File: src/rtl/counter_prog.sv
// Programmable-limit up/down counter with wrap, saturate and one-shot terminal modes.
// q/wrap/done update one clk after the controlling inputs; tc is combinational from q, up and limit.
module counter_prog #(
  parameter int             W       = 8,
  parameter logic [W-1:0]   RST_VAL = '0
) (
  input  logic         clk,
  input  logic         rst,
  input  logic         clr,
  input  logic         ld,
  input  logic [W-1:0] d,
  input  logic         enb,
  input  logic         up,
  input  logic [W-1:0] limit,
  input  logic [1:0]   mode,
  output logic [W-1:0] q,
  output logic         tc,
  output logic         wrap,
  output logic         done
);

  localparam logic [1:0] MODE_SAT     = 2'b01;
  localparam logic [1:0] MODE_ONESHOT = 2'b10;

  logic [W-1:0] q_nxt;
  logic         wrap_nxt;
  logic         done_nxt;

  // A loaded value above limit counts as terminal when counting up.
  assign tc = up ? (q >= limit) : (q == '0);

  always_comb begin
    q_nxt    = q;
    wrap_nxt = 1'b0;
    done_nxt = done;
    if (clr) begin
      q_nxt    = RST_VAL;
      done_nxt = 1'b0;
    end else if (ld) begin
      q_nxt    = d;
      done_nxt = 1'b0;
    end else if (enb && !done) begin
      if (!tc) begin
        q_nxt = up ? q + 1'b1 : q - 1'b1;
      end else begin
        case (mode)
          MODE_SAT:     q_nxt = q;
          MODE_ONESHOT: done_nxt = 1'b1;
          default: begin
            q_nxt    = up ? '0 : limit;
            wrap_nxt = 1'b1;
          end
        endcase
      end
    end
  end

  always_ff @(posedge clk) begin
    if (rst) begin
      q    <= RST_VAL;
      wrap <= 1'b0;
      done <= 1'b0;
    end else begin
      q    <= q_nxt;
      wrap <= wrap_nxt;
      done <= done_nxt;
    end
  end

endmodule

File: config.mk
export PLATFORM = sky130hd
export DESIGN_NAME = counter_prog
export DESIGN_NICKNAME = d
export VERILOG_FILES = /design/src/rtl/counter_prog.sv
export SDC_FILE = /design/constraint.sdc
export NUM_CORES = 1
export LEC_CHECK = 0
export CORE_MARGIN = 2
export CORE_UTILIZATION = 62
export CTS_CLUSTER_DIAMETER = 150
export DETAILED_ROUTE_END_ITERATION = 16
export DONT_BUFFER_PORTS = 1
export GPL_ROUTABILITY_DRIVEN = 0
export PLACE_DENSITY = 0.9
export SYNTH_ARGS = -nofsm -noshare
export SYNTH_HDL_FRONTEND = slang
export SYNTH_SLANG_ARGS = --single-unit
File: constraint.sdc
create_clock -name clk -period 3.78 [get_ports clk]
set_input_delay 0.756 -clock clk [delete_from_list [all_inputs] [get_ports clk]]
set_output_delay 0.756 -clock clk [all_outputs]
set_load 0.01 [all_outputs]
Word-level counts from Yosys, hierarchy flattened
Cells that the tools add are included.
- register bits after elaboration: 10
- latch bits: 0
- RAM bits: 0
- memory bits (read-only): 0
- input port bits: 24
- output and inout port bits: 11
- logic and storage cells: 29
- memories: 0
- $add $sub $neg: 2
- multiply operators: 0
- divide/modulo/power cells: 0
- $lt $le $gt $ge: 1
- eq/ne operators: 3
- shifts and indexed selects: 0
- multiplexer cells: 8
- bitwise logic cells: 2
- reduce and logical (&&, ||, !) cells: 10
- operator list (operator ; number):
    two-way mux 8 bit ; 6
    adder 8 x 1 -> 8 bit (second input constant) ; 1
    greater-or-equal comparator 8 bit ; 1
    zero test 8 bit ; 1
    subtractor 8 x 1 -> 8 bit (second input constant) ; 1
    OR reduction 5 bit ; 1
    OR reduction 2 bit ; 2
    != test 3 bit (second input constant) ; 1
    AND reduction 3 bit ; 1
    OR reduction 3 bit ; 1
    == test 2 x 1 -> 1 bit (second input constant) ; 1
    == test 2 bit (second input constant) ; 1
    two-way mux 1 bit ; 2
    inverter 1 bit ; 2
    AND reduction 2 bit ; 1
    nonzero test 2 bit ; 1
    logical AND 1 bit ; 1
    zero test 1 bit ; 1

Longest topological paths before layout
- word-level depth: 6
- depth in mapped cells: 9
- gate-level depth less buffers: 9

Worst setup path before layout
No wires, ideal clock.
- path type: input port to output port
- from: input limit[7]
- to: output tc
- arrival time: 2076 ps
- data required time: 3024 ps
- slack: 948 ps
- stages on the path: 7
- path buffers: 0
- cells stage by stage: inv_1 ha_1 and3_1 o211ai_1 o31a_2 or2_4 inv_1
- longest elaborated chain between the ends: 2
- ends and longest elaborated chain (item ; line ; text):
    from (decl) ; 14 ; input logic [W-1:0] limit,
    greater-or-equal comparator 8 bit ; 30 ; assign tc = up ? (q >= limit) : (q == '0);
    two-way mux 1 bit ; 30 ;
    to (decl) ; 17 ; output logic tc,
No other way between the ends.

Worst setup path after layout
- from: register q[0]
- to: output tc
- longest elaborated chain between the ends: 2
- elaborated cells on any way between the ends: 3
- those cells by class: order compare (1); mux (1); reduce/logical (1)
- ends and longest elaborated chain (item ; line ; text):
    from (decl) ; 16 ; output logic [W-1:0] q,
    from (signal assigned) ; 64 ; q <= q_nxt;
    greater-or-equal comparator 8 bit / zero test 8 bit (equally long branches) ; 30 ;
    two-way mux 1 bit (*) ; 30 ;
Mark *: on every way between the ends. The rest lies on a longest branch, timed or not.

==> reports/qor.yml <==
sta:
  hold_viol: 0
  relSlewSlack_pct: 64.05
  period_minus_slack_ps: 3049
  timing.fmax_mhz: 328.0
  tns_ps: 0
  drv_slew: 0
  skew_ps: 0.4906
  rsz0062_at_grt: "no"
  setup_violations: 0
  fin_crit_sh_pct: 80.66
  tightest_slew_ps: 537.3
worst_setup_path:
  crit_path_end_kind: "output port"
  crit_required_ps: 3020
  r2r_start: "q[0]$_SDFFE_PP0P_"
  setup.worst_path.start_class: "flip-flop"
  worstPathArrival_ps: 2290
  crit_path_max_fanout: 6
  worst-r2r-cell-count: 8
  crit_type: "reg -> out"
  critPathLaunch: "q[0]$_SDFFE_PP0P_"
detailed_routing:
  vias_per_cell: 6.671
  route.detailed.drc: 0
  ant_nets: 0
  drtPass1Iterations: 4
  first_iter_violations: 21
  wirelength_um: 2707
  vias: 1034
  wl_per_cell_um: 17.46
floorplan:
  start_util_pct: 65.13
  die-area_mm2: 0.002149
  die_h_um: 46.36
  io_pins: 35
  fp.dieW_um: 46.36
  core-area_mm2: 0.001708
  fp-row-count: 15
cts:
  root_buffer: "clkbuf_4"
  htreeDepth: 1
  cts_tree: "done"
  clockBufferDepth: 2
  cts_resized: 0
  clkTransAtPathRegs_ps: 60
  clock_sinks: 10
  clock_latency_ps: 260
  postCtsSetupBuffers: 0
  hold_buffers: 0
  cts_buffers: 3
power:
  clkPwrFrac_pct: 22.1
  power-per-cell-area_mw_per_mm2: 278.7
  switchingPower_w: 0.0001171
  peakVddDrop_mv: 0.1324
  leakagePower_nw: 0.5293
  power_frac_seq_pct: 37.7
  p_comb_share_pct: 40.2
  p_sw_share_pct: 36.33
  intPower_w: 0.0002051
hold_path:
  holdPathStages: 2
  hold_path.class: "in -> reg"
  holdCritStartpoint: "ld"
status:
  status: "finished clean"
grt:
  use_met1_pct: 35.27
  grtUsageTotal_pct: 28.26
  grt_antenna_before_repair: 0
  grt_max_degree: 13
  busiest_layer: "met2"
  grt_pass1_vias: 916
  grt_use_met2_pct: 47.78
  grt_pass1_wl_um: 4271
  grt_overflow: 0
  gr-usage-met3_pct: 4.314
synthesis:
  ys_ff_latch: 10
  yosys_warnings: 0
  seq_area_frac_synth_pct: 18.00
  synth-edff-count: 0
  syn_avg_cell_area_um2: 8.690
  synthFlopType: "dfxtp_1"
  syn_area_mm2: 0.001112
  ys_types: 49
  synth_cells: 128
  ys_async_sr_fraction_pct: 0
  syn-num-nets: 168
placed_design:
  dpl.hpwl_um: 2238
  port_buffers: 0
finish:
  drive_gt1_share_pct: 12.31
  final-seq-area_um2: 200.2
  multiInputGateArea_um2: 857.1
  area_growth_pct: 3.937
  n_antenna_cell: 0
  nNetsFinal: 172
  n_fill_cell: 149
  fin_util_pct: 67.69
job:
  maxCapViolations: 0
==> power groups by stage <==
stage	sequential [W]	clock [W]	combinational, W
2_1_floorplan	0.000121	0	0.000108
3_3_place_gp	0.000124	0	0.000123
3_5_place_dp	0.000124	0	0.000128
4_1_cts	0.000121	0.0000724	0.000129
5_1_grt	0.000123	0.0000800	0.000145
6_report	0.000122	0.0000711	0.000129
==> cell type report <==
class	count	area share [%]
multi-input combinational	105	74.13
sequential	10	17.32
inverter	12	3.896
tap	25	2.706
clock buffer	3	1.948
==> routing by layer <==
layer | share of wire [%] | vias up
li1 | - | 505
met1 | 43 | 489
met2 | 50 | 35
met3 | 5.4 | 5
met4 | 1.6 | 0
met5 | 0 | -
==> registers in the layout (all words and copies together), names as in the netlist <==
name	cells
done	1
q	8
wrap	1
==> synthesized netlist by cell type, drive strengths merged, types with 3 or more instances <==
| master | instances | area, um^2 |
|---|---|---|
| nand3 | 5 | 25.02 |
| nand2 | 3 | 11.26 |
| inv | 12 | 45.04 |
| xnor2 | 3 | 26.28 |
| a31oi | 3 | 18.77 |
| nor2 | 5 | 42.54 |
| a21oi | 7 | 35.03 |
| a221oi | 4 | 41.29 |
| or2 | 3 | 21.27 |
| dfxtp | 10 | 200.2 |
| a21o | 5 | 37.54 |
| and3 | 3 | 18.77 |
| ha | 15 | 187.7 |
| o21ai | 11 | 55.05 |
==> through the flow <==
stage	power [W]	area (um^2)	worst slack, ps	hold slack, ps	std cells
finish	0.0003222	1156	731.1	627.3	155
global route	0.0003473	1156	564.4	617.1	155
CTS	0.0003225	1156	717.2	622.7	155
detailed placement	0.0002520	1134	856.2	619.2	152
global placement	0.0002468	1134	876.4	618.4	152
floorplan	0.0002286	1112	948.4	575.4	128
==> cell families (layout without fill, tap and decap cells) <==
logic type,Yosys count,count (layout),synth area share [%]
compound gates,51,51,34.42
simple gates,32,32,19.01
fa+ha+maj,16,16,18.67
buf+inv,13,15,4.949
flops,10,10,18.00
xor+xnor,5,5,3.938
mux,1,1,1.012
==> path summary, 6_finish.rpt <==
| kind | end | slack, ps |
|---|---|---|
| max reg2reg | q[0]$_SDFFE_PP0P_ | 1240 |
| min | q[4]$_SDFFE_PP0P_ | 630 |
| max | tc | 730 |
| min reg2reg | done$_SDFFE_PP0P_ | 630 |
==> critical path, stage by stage, from the launching register on <==
cell and delay [ps]:
dfxtp_1 500, inv_1 120, ha_1 280, nand2b_1 140, a2111oi_0 420, o31a_2 300
or2_4 170, inv_1 100
==> layout by cell type (no fill, tap or decap), drive strengths merged, types with 4 or more instances in the layout <==
cell type  instances
inv               12
ha                15
a21oi              7
dfxtp             10
o21ai             11
nand3              5
nor2               5
a221oi             4
a21o               5
Power figures use the tool's default switching activity.
